File: src/rtl/cskip_mw_add_seq.sv
// Purpose: WORDS x 16-bit add with carry-in, time-sharing one 16-bit carry-skip adder.
// Latency: out_valid first high 2*WORDS cycles after the accept edge (two adder passes per slice).
// Backpressure: holds DONE with sum/cout stable until out_ready; in_ready low while busy.
//
// Ports:
//   clk, rst_n          - clock, asynchronous active-low reset
//   in_valid / in_ready - request handshake; a, b, cin sampled on the accept edge
//   out_valid/out_ready - result handshake; sum = (a+b+cin)[N-1:0], cout = bit N

module cskip_mw_add_seq #(
    parameter int WORDS = 4
) (
    input  logic                 clk,
    input  logic                 rst_n,
    input  logic                 in_valid,
    output logic                 in_ready,
    input  logic [16*WORDS-1:0]  a,
    input  logic [16*WORDS-1:0]  b,
    input  logic                 cin,
    output logic                 out_valid,
    input  logic                 out_ready,
    output logic [16*WORDS-1:0]  sum,
    output logic                 cout
);
    localparam int N = 16 * WORDS;
    localparam logic [3:0] LAST = 4'(WORDS - 1);

    typedef enum logic [1:0] {IDLE, ADD, INC, DONE} state_t;

    state_t        state, state_nxt;
    logic [N-1:0]  a_r, b_r;
    logic [3:0]    idx;
    logic [15:0]   p;
    logic          c1;
    logic          c_run;

    logic [15:0]   add_a, add_b, add_sum;
    logic          add_cout;

    CSkipA16 u_add (add_sum, add_cout, add_a, add_b);

    always_ff @(posedge clk or negedge rst_n) begin
        if (!rst_n) state <= IDLE;
        else        state <= state_nxt;
    end

    always_comb begin
        state_nxt = state;
        in_ready  = 1'b0;
        out_valid = 1'b0;
        add_a     = 16'h0;
        add_b     = 16'h0;
        case (state)
            IDLE: begin
                in_ready = 1'b1;
                if (in_valid) state_nxt = ADD;
            end
            ADD: begin
                add_a     = a_r[16*idx +: 16];
                add_b     = b_r[16*idx +: 16];
                state_nxt = INC;
            end
            INC: begin
                // Second pass folds the running carry into the slice; it runs
                // even when c_run is 0 so latency never depends on data.
                add_a     = p;
                add_b     = {15'b0, c_run};
                state_nxt = (idx == LAST) ? DONE : ADD;
            end
            DONE: begin
                out_valid = 1'b1;
                if (out_ready) state_nxt = IDLE;
            end
            default: state_nxt = IDLE;
        endcase
    end

    always_ff @(posedge clk or negedge rst_n) begin
        if (!rst_n) begin
            a_r   <= '0;
            b_r   <= '0;
            idx   <= 4'd0;
            p     <= 16'h0;
            c1    <= 1'b0;
            c_run <= 1'b0;
            sum   <= '0;
            cout  <= 1'b0;
        end else begin
            case (state)
                IDLE: begin
                    if (in_valid) begin
                        a_r   <= a;
                        b_r   <= b;
                        c_run <= cin;
                        idx   <= 4'd0;
                    end
                end
                ADD: begin
                    p  <= add_sum;
                    c1 <= add_cout;
                end
                INC: begin
                    // c1 and the increment carry are mutually exclusive, so
                    // their OR is the exact carry out of this slice.
                    sum[16*idx +: 16] <= add_sum;
                    c_run             <= c1 | add_cout;
                    if (idx == LAST) cout <= c1 | add_cout;
                    else             idx  <= idx + 4'd1;
                end
                default: ;
            endcase
        end
    end
endmodule

// 16-bit carry-skip adder, four 4-bit ripple blocks. A block whose bits all
// propagate passes its carry-in straight through instead of waiting on the ripple.
// Combinational, no carry-in port.
module CSkipA16 (
    output logic [15:0] sum,
    output logic        cout,
    input  logic [15:0] a,
    input  logic [15:0] b
);
    logic [15:0] pg;
    logic [15:0] gg;
    logic        blk_c;
    logic        rc;

    assign pg = a ^ b;
    assign gg = a & b;

    always_comb begin
        sum   = 16'h0;
        blk_c = 1'b0;
        rc    = 1'b0;
        for (int k = 0; k < 4; k++) begin
            rc = blk_c;
            for (int j = 0; j < 4; j++) begin
                sum[4*k+j] = pg[4*k+j] ^ rc;
                rc         = gg[4*k+j] | (pg[4*k+j] & rc);
            end
            blk_c = (&pg[4*k +: 4]) ? blk_c : rc;
        end
        cout = blk_c;
    end
endmodule
File: config.mk
export PLATFORM = sky130hd
export DESIGN_NAME = cskip_mw_add_seq
export DESIGN_NICKNAME = d
export VERILOG_FILES = /design/src/rtl/cskip_mw_add_seq.sv
export SDC_FILE = /design/constraint.sdc
export NUM_CORES = 1
export LEC_CHECK = 0
export CAP_MARGIN = 30
export CORE_MARGIN = 2
export CORE_UTILIZATION = 35
export DETAILED_ROUTE_END_ITERATION = 8
export GPL_ROUTABILITY_DRIVEN = 1
export GPL_TIMING_DRIVEN = 0
export PLACE_DENSITY = 0.54
export SETUP_SLACK_MARGIN = 0.05
export SLEW_MARGIN = 30
export SYNTH_ARGS = -nofsm -noshare
export SYNTH_HDL_FRONTEND = slang
export SYNTH_SLANG_ARGS = --single-unit
File: constraint.sdc
create_clock -name clk -period 10.6 [get_ports clk]
set_clock_uncertainty 0.1 [all_clocks]
set_input_delay 1.06 -clock clk [delete_from_list [all_inputs] [get_ports clk]]
set_output_delay 1.06 -clock clk [all_outputs]
set_load 0.01 [all_outputs]
After elaboration in Yosys (flattened, before gate mapping)
Index checks and enable logic that the tools add are counted.
{ "totals": {"ff_bits": 217, "latchBits": 0, "mem_bits_rw": 0, "rom_bits": 0, "wordCells": 99, "mem_count": 0} }
{ "classes": {"n_addsub": 2, "n_mul": 0, "div": 0, "order_cmp": 0, "eq_ne": 7, "n_shift": 4, "mux": 18, "n_bitwise": 48, "n_reduce_logical": 11} }
{ "op_table": {"columns": ["operator", "n"], "rows": [
  ["64-bit by 9-bit variable part select with 16-bit output", 2],
  ["64-bit bitwise mux", 1],
  ["16-bit case mux with 2 select lines", 2],
  ["16-bit by 34-bit variable shift with 64-bit output, first input constant", 1],
  ["16-bit by 34-bit variable part select with 64-bit output", 1],
  ["8-bit negation with 34-bit output", 1],
  ["16-bit AND", 1],
  ["1-bit OR", 16],
  ["4-bit AND reduction", 4],
  ["16-bit bitwise XOR", 1],
  ["1-bit AND", 15],
  ["1-bit bitwise XOR", 15],
  ["4-bit two-way mux", 2],
  ["2-bit case mux with 4 select lines", 1],
  ["4-bit case mux with 2 select lines", 1],
  ["2-bit AND reduction", 4],
  ["1-bit two-way mux", 7],
  ["2-bit two-way mux", 3],
  ["2-bit inequality test, second input constant", 3],
  ["4-bit by 1-bit adder with 4-bit output, second input constant", 1],
  ["2-bit == test, second input constant", 2],
  ["4-bit by 2-bit == test with 1-bit output, second input constant", 1],
  ["3-bit AND reduction", 1],
  ["2-bit by 1-bit == test with 1-bit output, second input constant", 1],
  ["other kinds (3)", 3]
]} }

Longest topological paths before layout
{ "depth": {"ltp_word": 39, "ltp_mapped": 35, "ltp_nobuf": 33} }

Hierarchy
A second synthesis with hierarchy kept.
{ "hier_totals": {"cells_unflattened": 654, "area_unflattened_um2": 10131.0} }
{ "by_module_without_submodules": {"columns": ["module", "instances", "cells_per_inst", "area_per_inst_um2", "seq_area_each_um2"], "rows": [
  ["cskip_mw_add_seq", 1, 605, 9522.9, 5430.2],
  ["CSkipA16", 1, 49, 608.1, 0.0]
]} }

Worst setup path before layout
Ideal clock, no wire load.
{ "synth_path": {"path_type": "register to register", "from": "reg state[0]", "to": "reg sum[47]", "setup_ns": 0.125, "arrival_ns": 7.666, "required_time_ns": 10.375, "setup_slack_ns": 2.709, "path_stages_with_launch": 36, "path_buffers": 3, "period_less_slack_ns": 7.891, "path_cell_list": "dfrtp_1 -> inv_1 -> ha_1 -> buf_2 -> and2_1 -> clkbuf_1 -> buf_2 -> a22o_1 -> ha_1 -> inv_1 -> fa_1 -> inv_1 -> fa_1 -> fa_1 -> nand2_1 -> fa_1 -> inv_1 -> fa_1 -> fa_1 -> inv_1 -> fa_1 -> a41oi_1 -> a31o_2 -> fa_1 -> fa_1 -> fa_1 -> inv_1 -> fa_1 -> a21oi_1 -> fa_1 -> fa_1 -> fa_1 -> fa_1 -> nand2_1 -> nor2_1 -> mux2_4"} }
{ "synth_between": {"elab_chain_len": 37, "word_cells_on_any_way": 57, "classes_between": "eq/ne (2); shift (1); mux (6); bitwise (45); reduce/logical (3)"} }
{ "synth_rtl": {"columns": ["item", "line", "text"], "rows": [
  ["from (decl)", "30", "state_t state, state_nxt;"],
  ["from (signal assigned)", "44", "else state <= state_nxt;"],
  ["2-bit == test or 2-bit by 1-bit == test with 1-bit output (tied branches)", "53", "case (state)"],
  ["16-bit case mux with 2 select lines", "53", null],
  ["16-bit bitwise XOR or 16-bit AND (tied branches)", "130, 131", null],
  ["1-bit AND", "141", "rc = gg[4*k+j] | (pg[4*k+j] & rc);"],
  ["1-bit OR", "141", null],
  ["1-bit AND", "141", null],
  ["1-bit OR", "141", null],
  ["1-bit AND", "141", null],
  ["[... 22 more ...]", null, null],
  ["1-bit AND", "141", null],
  ["1-bit OR", "141", null],
  ["1-bit AND", "141", null],
  ["1-bit OR", "141", null],
  ["1-bit bitwise XOR *", "140", "sum[4*k+j] = pg[4*k+j] ^ rc;"],
  ["net add_sum[15]", "37", "logic [15:0] add_a, add_b, add_sum;"],
  ["16-bit by 34-bit variable part select with 64-bit output *", "105", "sum[16*idx +: 16] <= add_sum;"],
  ["64-bit bitwise mux *", "105", null],
  ["to (signal, indexed assignment)", "105", null],
  ["to (decl)", "22", "output logic [16*WORDS-1:0] sum,"]
]} }
The timed path passes the listed nets; every way through them passes the cells marked *.
A chain may end at the register's enable or synchronous reset.

Final worst setup path
Ends and elaborated chain as after synthesis.

==> metrics.cfg <==
[synthesis]
synth.area.mux_share_pct = 24.72
syn_nets = 938
synth_top_family_by_area = multiplexers
synth-edff-count = 0
synth_async_sr_flop_share_pct = 100.0
synthesis.area_um2 = 10190
synth_compound_gate_area_share_pct = 5.866
yosysSeqAreaShare_pct = 53.26
synth_xor_area_share_pct = 0.08591
synth_flop_cell = sky130_fd_sc_hd__dfrtp_1
yosys.area_share.adder_pct = 5.891
synth_warnings = 0
synth-simple-area-share_pct = 7.020
synthesis.instances = 766
yosys.cell_types.count = 46
synth.ff_latch_count = 217
post_synth.cell_area_avg_um2 = 13.31

[cts]
post_cts.resized_instances = 0
cts-root-buf = sky130_fd_sc_hd__clkbuf_16
clk_lat_worst_skew_ns = 0.52
clock_path_buffers = 3
post-cts-setup-buffers = 0
number_of_clock_sinks_seen_by_cts = 217
tritoncts = yes
h-tree-depth = 1
cts_made_buffers = 25
cts.hold.buffers_added = 0
clkSlewWorstSetupHoldPaths_ns = 0.06

[global_route]
globalRoute.totalOverflow = 0
grt_max_degree = 82
number_of_global_route_vias_before_repair = 7001
antenna_violations_before_repair = 2
grt_use_total_pct = 17.91
grt_pass1_wl_mm = 42.15

[routing]
drc = 0
detail_route.first_pass.iterations = 4
drt-total-wl_mm = 26.92
detail_route.vias_per_cell = 4.847
detail_route.iter0.violations = 187
antenna_left = 0
wl_per_cell_um = 19.30
vias = 6762

[timing]
tns_ns = 0
report.final.hold_viol_count = 0
whs_ns = 0.2711
unrepaired_setup_endpoints_after_global_routing = no
slew_viol_final = 0
worst-slew-pin-transition_ns = 0.7879
relative_slew_margins_pct = 47.48
final-setup-viol-count = 0
min_period_over_period_pct = 82.52
period_needed_ns = 8.747
setup_slack_ns = 1.853
fmaxAchievable_mhz = 114.3

[critical_path]
endpoint_kind = flop
arrival_ns = 9.04
critical_path.max_stage_delay_ns = 0.53
critical_path_required_ns = 10.90
r2r_end = sum[47]
criticalPathCategory = reg2reg
critPathMostFrequentCell = sky130_fd_sc_hd__fa_1
r2r.worst_path.cells = 35
timing.rr.start = state[0]
setup.worst_path.start_class = flop
slowest_stage_cell_crit_path = sky130_fd_sc_hd__fa_1
setup.reg_to_reg.worst_slack_ns = 1.85
crit_fanout = 10

[finish]
area_overhead_of_the_layout_relative_to_synthesis_pct = 32.92
layout.cell_area.non_filler_um2 = 13550
drive_gt1_share_pct = 26.31
final_nets = 1167
antennaDiodeCount = 0
final_core_utilization_pct = 47.21
final_standard_cell_count_with_taps_included_and_fillers_excluded = 1395

[power_and_ir_drop]
irDropWorstVdd_v = 0.0001235
p_leak_nw = 5.806
pwr_density_cell_nw_per_um2 = 268.3
finalPower_mw = 3.635

[floorplan]
row_count = 62
chipWidth_um = 174.7
boundaryPins = 200
die_height_um = 174.7
initial_core_util_pct = 35.52
core_area_um2 = 28700
floorplan.die_area_um2 = 30510

[placed_design]
total_cell_area_at_the_placement_stage_um2 = 12750
post_place_setup_slack_ns = 1.924
post-place-cells = 1352
numPortBuffers = 199
hpwl_mm = 20.40
place_congestion = 0.7842

[status]
outcome = finished clean

[run]
maxcap_viol_count = 0

[hold_path]
worst_hold_path_type = in2async

## registers in the layout, summed over array words and instances, names as in the netlist
register and flops:
sum 64, c1 1, cout 1, state 2, c_run 1, a_r 64, p 16, idx 4
b_r 64
## power by group
part / leakage (nW) / total (mW) / switching [mW] / internal (mW)
clock network: 0.389 / 0.842 / 0.337 / 0.504
registers: 2.73 / 1.31 / 0.164 / 1.15
logic: 2.69 / 1.48 / 0.732 / 0.750
## layout by cell type, fill, tap and decap left out, types with 16 or more instances in the layout
cell                              netlist  layout
sky130_fd_sc_hd__clkbuf_16              0      25
sky130_fd_sc_hd__mux4_2                28      28
sky130_fd_sc_hd__clkbuf_1              13      20
sky130_fd_sc_hd__ha_1                  24      24
sky130_fd_sc_hd__buf_2                 26      26
sky130_fd_sc_hd__mux2_2               150     150
sky130_fd_sc_hd__nor2_1                21      21
sky130_fd_sc_hd__nand2_1               84      84
sky130_fd_sc_hd__dfrtp_1              217     217
sky130_fd_sc_hd__a22o_1                16      16
sky130_fd_sc_hd__o21ai_0               54      54
sky130_fd_sc_hd__clkdlybuf4s50_1        0     198
sky130_fd_sc_hd__inv_1                 22      22
## routing by layer
layer  vias to the layer above  part of all wire, %  global-route usage, %  routed length, um
met4                         2                  1.9                  3.472                517
met2                       168                   46                  29.08              12500
met3                        34                  4.9                  3.372               1328
met5                         -                0.048                      0                 13
met1                      3412                   47                  25.25              12560
li1                       3146                    -                      -                  -
## worst max path at each step
stage	startpoint	to	slack [ns]
after detailed placement	state[0]	sum[47]	1.92
after global routing	state[0]	sum[47]	1.42
after floorplan	state[0]	sum[47]	2.71
final	state[0]	sum[47]	1.85
after CTS	state[0]	sum[47]	1.87
after global placement	rst_n	b_r[61]	-1.38
## Yosys cell counts, types with 3 or more instances
master	number	area (um2)
sky130_fd_sc_hd__dfrtp_1	217	5430
sky130_fd_sc_hd__mux2_2	150	1689
sky130_fd_sc_hd__nand2_1	84	315.3
sky130_fd_sc_hd__o21ai_0	54	270.3
sky130_fd_sc_hd__mux4_2	28	630.6
sky130_fd_sc_hd__buf_2	26	130.1
sky130_fd_sc_hd__ha_1	24	300.3
sky130_fd_sc_hd__inv_1	22	82.58
sky130_fd_sc_hd__nor2_1	21	78.83
sky130_fd_sc_hd__a22o_1	16	140.1
sky130_fd_sc_hd__fa_1	15	300.3
sky130_fd_sc_hd__and2_1	13	81.33
sky130_fd_sc_hd__clkbuf_1	13	48.80
sky130_fd_sc_hd__nand2b_1	11	68.82
sky130_fd_sc_hd__mux2_4	10	150.1
sky130_fd_sc_hd__a21oi_1	8	40.04
sky130_fd_sc_hd__mux2i_1	5	50.05
sky130_fd_sc_hd__buf_1	4	15.01
sky130_fd_sc_hd__nand4_1	4	25.02
sky130_fd_sc_hd__o211ai_1	4	30.03
sky130_fd_sc_hd__buf_6	3	33.78
sky130_fd_sc_hd__nor2b_1	3	18.77
## logic make-up (layout without fill, tap and decap cells)
family | Yosys count | after routing
mux | 193 | 193
buf+inv | 70 | 315
fa+ha+maj | 39 | 39
simple gates | 149 | 149
xor+xnor | 1 | 1
flops | 217 | 217
compound gates | 97 | 97
## area by class of cell
class / instances / area (um2)
plain buffers: 47 / 235.2
repair buffers: 202 / 2079
fillers: 2678 / 15150
well taps: 384 / 480.5
clock buffers: 39 / 748.2
flip-flops and latches: 217 / 5430
clock inverters: 4 / 47.55
multi-input cells: 479 / 4443
inverters: 23 / 86.33
## critical path, delay by kind of cell (launching register included)
family	cells	cell delay (ns)
flops	1	0.40
fa+ha+maj	17	5.57
compound gates	4	0.68
mux	1	0.26
simple gates	4	0.49
buf+inv	9	1.12
No activity file was read; power rests on OpenSTA's default activity.
